$ cat src/rtl/tank_hit_tracker.sv
// rtl/tank_hit_tracker.sv - per-round hit points, invulnerability and death flags for both tanks
// Optional SCORE_TRACK_EN macro adds per-player rounds-won counters (score1/score2).
module tank_hit_tracker #(
  parameter int MAX_HP        = 3,
  parameter int INVULN_FRAMES = 30,
  localparam int HP_W  = $clog2(MAX_HP + 1),
  localparam int CNT_W = (INVULN_FRAMES < 1) ? 1 : $clog2(INVULN_FRAMES + 1)
) (
  input  logic            fsm_clock,
  input  logic            reset_n,
  input  logic            game_on,
  input  logic            bullet_hit1,
  input  logic            bullet_hit2,
  input  logic            mine_hit1,
  input  logic            mine_hit2,
  output logic            tank1gaya,
  output logic            tank2gaya,
  output logic [HP_W-1:0] health1,
  output logic [HP_W-1:0] health2,
  output logic            invuln1,
  output logic            invuln2
`ifdef SCORE_TRACK_EN
  ,
  output logic [3:0]      score1,
  output logic [3:0]      score2
`endif
);

  typedef enum logic [1:0] {IDLE, ACTIVE, OVER} state_t;

  localparam logic [HP_W-1:0]  HP_FULL  = HP_W'(MAX_HP);
  localparam logic [CNT_W-1:0] CNT_LOAD = CNT_W'(INVULN_FRAMES);

  state_t                     state_q, state_d;
  logic                       game_on_q;
  logic [1:0][HP_W-1:0]       hp_q, hp_d;
  logic [1:0][CNT_W-1:0]      cnt_q, cnt_d;
  logic [1:0]                 gaya_q, gaya_d;
  logic [1:0]                 bullet, mine;
  logic                       round_start;

  assign bullet      = {bullet_hit2, bullet_hit1};
  assign mine        = {mine_hit2, mine_hit1};
  assign round_start = game_on & ~game_on_q;

  always_ff @(posedge fsm_clock) begin
    if (!reset_n) begin
      state_q   <= IDLE;
      game_on_q <= 1'b0;
      hp_q      <= {2{HP_FULL}};
      cnt_q     <= '0;
      gaya_q    <= '0;
    end else begin
      state_q   <= state_d;
      game_on_q <= game_on;
      hp_q      <= hp_d;
      cnt_q     <= cnt_d;
      gaya_q    <= gaya_d;
    end
  end

  always_comb begin
    state_d = state_q;
    hp_d    = hp_q;
    cnt_d   = cnt_q;
    gaya_d  = gaya_q;
    if (round_start) begin
      state_d = ACTIVE;
      hp_d    = {2{HP_FULL}};
      cnt_d   = '0;
      gaya_d  = '0;
    end else begin
      case (state_q)
        ACTIVE: begin
          if (!game_on) begin
            // Round aborted from the menu: no blinking outside a round.
            state_d = IDLE;
            cnt_d   = '0;
          end else begin
            for (int i = 0; i < 2; i++) begin
              if (mine[i]) begin
                hp_d[i] = '0;
              end else if (bullet[i] && cnt_q[i] == '0) begin
                hp_d[i]  = (hp_q[i] == '0) ? '0 : hp_q[i] - 1'b1;
                cnt_d[i] = CNT_LOAD;
              end else if (cnt_q[i] != '0) begin
                cnt_d[i] = cnt_q[i] - 1'b1;
              end
              if (hp_d[i] == '0) gaya_d[i] = 1'b1;
            end
            if (gaya_d != 2'b00) state_d = OVER;
          end
        end
        OVER:    cnt_d = '0;
        default: ;
      endcase
    end
  end

  assign tank1gaya = gaya_q[0];
  assign tank2gaya = gaya_q[1];
  assign health1   = hp_q[0];
  assign health2   = hp_q[1];
  assign invuln1   = (cnt_q[0] != '0);
  assign invuln2   = (cnt_q[1] != '0);

`ifdef SCORE_TRACK_EN
  logic score_edge;
  assign score_edge = (state_q == ACTIVE) && (state_d == OVER);

  // A player scores only when the opponent alone died; a double kill scores neither.
  always_ff @(posedge fsm_clock) begin
    if (!reset_n) begin
      score1 <= 4'd0;
      score2 <= 4'd0;
    end else if (score_edge) begin
      if (gaya_d == 2'b10 && score1 < 4'd9) score1 <= score1 + 4'd1;
      if (gaya_d == 2'b01 && score2 < 4'd9) score2 <= score2 + 4'd1;
    end
  end
`endif

endmodule

$ cat config.mk
export PLATFORM = sky130hd
export DESIGN_NAME = tank_hit_tracker
export DESIGN_NICKNAME = d
export VERILOG_FILES = /design/src/rtl/tank_hit_tracker.sv
export SDC_FILE = /design/constraint.sdc
export NUM_CORES = 1
export LEC_CHECK = 0
export CAP_MARGIN = 5
export CORE_MARGIN = 2
export CORE_UTILIZATION = 30
export CTS_CLUSTER_SIZE = 12
export DETAILED_ROUTE_END_ITERATION = 16
export SLEW_MARGIN = 25
export SYNTH_ARGS = -nofsm -noshare
export SYNTH_HDL_FRONTEND = slang
export SYNTH_SLANG_ARGS = --single-unit
export TNS_END_PERCENT = 20
$ cat constraint.sdc
create_clock -name fsm_clock -period 3.9 [get_ports fsm_clock]
set_clock_uncertainty 0.15 [all_clocks]
set_input_delay 0.585 -clock fsm_clock [delete_from_list [all_inputs] [get_ports fsm_clock]]
set_output_delay 0.585 -clock fsm_clock [all_outputs]
set_load 0.02 [all_outputs]
==> flow_summary.ini <==
[status]
status = complete, no violations

[layout]
layout.nets = 151
syn_to_final_growth_pct = 20.8
antenna_cells = 0
fillers = 358
drive_above_1_share = 0.0719
finalNonFillerCells = 185

[clock_tree]
cts_buffers = 3
cts_tree = built
cts-root-buf = clkbuf_4
clk_latency_ns = 0.29
cts_setup_buffers = 0
clkSlewWorstSetupHoldPaths_ns = 0.11
cts_max_path_buffers = 2
postCtsHoldBufs = 0
clock_tree.htree_level_count = 1
clkSinkCount = 19
cts.repair.resized = 0

[global_routing]
grt_pass1_wl_um = 3830
antenna_found_initial = 0
grt_max_degree = 15
grt.overflow.total = 0
grt_pass1_vias = 922
grt_usage = 0.118

[yosys]
syn_area_sq_um = 1040
netlist_instances = 123
synth_area_per_cell_sq_um = 8.44
synth_cell_types = 27
syn_nets = 134
ys_seq_elements = 19
yosysWarnings = 0
yosysSeqAreaShare = 0.366

[pwr]
clkPwrFrac = 0.231
power_frac_comb = 0.272
intPower_uw = 293
p_per_area_nw_per_um2 = 342
power.ir.vdd_worst_v = 0.000166
p_sw_uw = 136
p_leak_uw = 0.000487
swShare = 0.317
pwr-share-seq = 0.497

[critical_path]
crit_fanout = 5
cp-start-kind = register
r2r_start = cnt_q[0]
critical_path_class = register to output port
crit_start = cnt_q[5]
end_kind = output port
reg2regPathDepth = 7
required_ns = 3.16
worst_ep_arrival_time_ns = 1.94

[placement]
numPortBuffers = 14
place_inst = 181
hpwlAfterDp_um = 1670
gp_congestion = 0.803

[sta]
setup_tns_ns = 0
max_freq_mhz = 373
grt_setup_unrepaired = false
fin_crit_sh = 0.687
min_period_ns = 2.68
relSlewSlack = 0.643
setup_viol = 0
slew_violations = 0
hold_violations = 0
worst_pin_slew_ns = 0.532

[detailed_routing]
drt_iter0_drc = 37
num_vias = 943
ant_nets = 0
via_per_inst = 5.10
wirelength_um = 2260
dr.pass1.iters = 5
drt-wirelength-per-cell_um = 12.2
drc = 0

[die]
die-area_sq_um = 3950
placementRows = 21
die_width_um = 62.8
fp.dieH_um = 62.8
boundaryPins = 15
start_util = 0.311
core_area_sq_um = 3340

[hold_path]
min_path_type = register to register
whs_path_depth = 2
min_from = cnt_q[6]

[job]
cap_violations = 0
synthesized netlist by cell type (all sizes together):
master / number / area [sq um]
or4b: 2 / 20.0
clkbuf: 2 / 7.51
a21oi: 16 / 80.1
or4: 2 / 15.0
nor3: 2 / 10.0
o31ai: 3 / 50.1
o311ai: 1 / 8.76
o211ai: 2 / 15.0
a311oi: 2 / 17.5
or3: 5 / 31.3
a31oi: 4 / 25.0
and2: 3 / 18.8
o21ai: 5 / 25.0
nor4b: 2 / 47.6
nor2: 13 / 48.8
nand2b: 5 / 31.3
inv: 12 / 45.1
nand2: 12 / 45.0
ha: 4 / 50.1
o221a: 3 / 33.8
o21a: 2 / 15.0
nand4: 1 / 6.26
dfxtp: 19 / 380
o41a: 1 / 11.3
routing by layer:
layer / GRT usage / vias to the layer above / wire, um
li1: - / 482 / -
met1: 0.139 / 443 / 1030
met2: 0.206 / 12 / 1120
met3: 0.0180 / 6 / 60
met4: 0.0639 / 0 / 50
met5: 0 / - / 0
path summary, 6_finish.rpt:
path | to | slack [ns]
max | invuln2 | 1.22
min | cnt_q[6] | 0.33
max reg2reg | cnt_q[3] | 1.84
min reg2reg | cnt_q[6] | 0.33
cell families after synthesis:
kind of cell / Yosys count / share of synthesized area
buffers and inverters: 14 / 0.0506
adder cells (fa/ha/maj): 4 / 0.0482
AO/OA/AOI/OAI: 39 / 0.271
flip-flops: 19 / 0.366
AND/OR/NAND/NOR: 47 / 0.264
worst max-delay path: stages (launching register included):
cell and delay [ns]:
dfxtp_1 0.35, inv_1 0.07, ha_1 0.21, nor4b_4 0.37, inv_2 0.11, clkdlybuf4s50_1 0.56
per-stage QoR:
step / hold slack [ns] / total power [uW] / instance area (sq um) / utilization / worst slack [ns]
finish: 0.333 / 429 / 1250 / 0.376 / 1.22
global route: 0.357 / 455 / 1250 / 0.376 / 1.09
CTS: 0.333 / 435 / 1250 / 0.376 / 1.21
detailed placement: 0.317 / 334 / 1230 / 0.368 / 1.34
global placement: 0.308 / 332 / 1230 / 0.368 / 1.45
floorplan: 0.295 / 296 / 1040 / - / 2.01
flip-flops by register name (all words and copies together) (netlist names):
name	count
cnt_q	10
state_q	2
gaya_q	2
health1	2
game_on_q	1
health2	2
final cells by class:
cell class	instances	area, sq um	share of cell area
multi-input cells	90	606	0.483
clock buffers	4	26.3	0.0209
flip-flops and latches	19	380	0.303
well taps	46	57.6	0.0459
repair buffers	14	140	0.112
inverters	12	45.0	0.0359
power by group through the flow:
stage	registers, uW	logic, uW	clock network, uW
after floorplan	218	78.4	0
final	213	117	99.0
after global routing	215	130	110
after CTS	213	117	105
after detailed placement	218	117	0
after global placement	217	114	0
cell usage in the layout (no fill, tap or decap), types with 5 or more instances in the layout:
| master | count |
|---|---|
| o21ai_0 | 5 |
| or3_1 | 5 |
| clkdlybuf4s50_1 | 14 |
| nand2b_1 | 5 |
| nand2_1 | 12 |
| dfxtp_1 | 19 |
| a21oi_1 | 16 |
| inv_1 | 10 |
| nor2_1 | 13 |
Note: power is estimated with default switching activity, not from simulation.
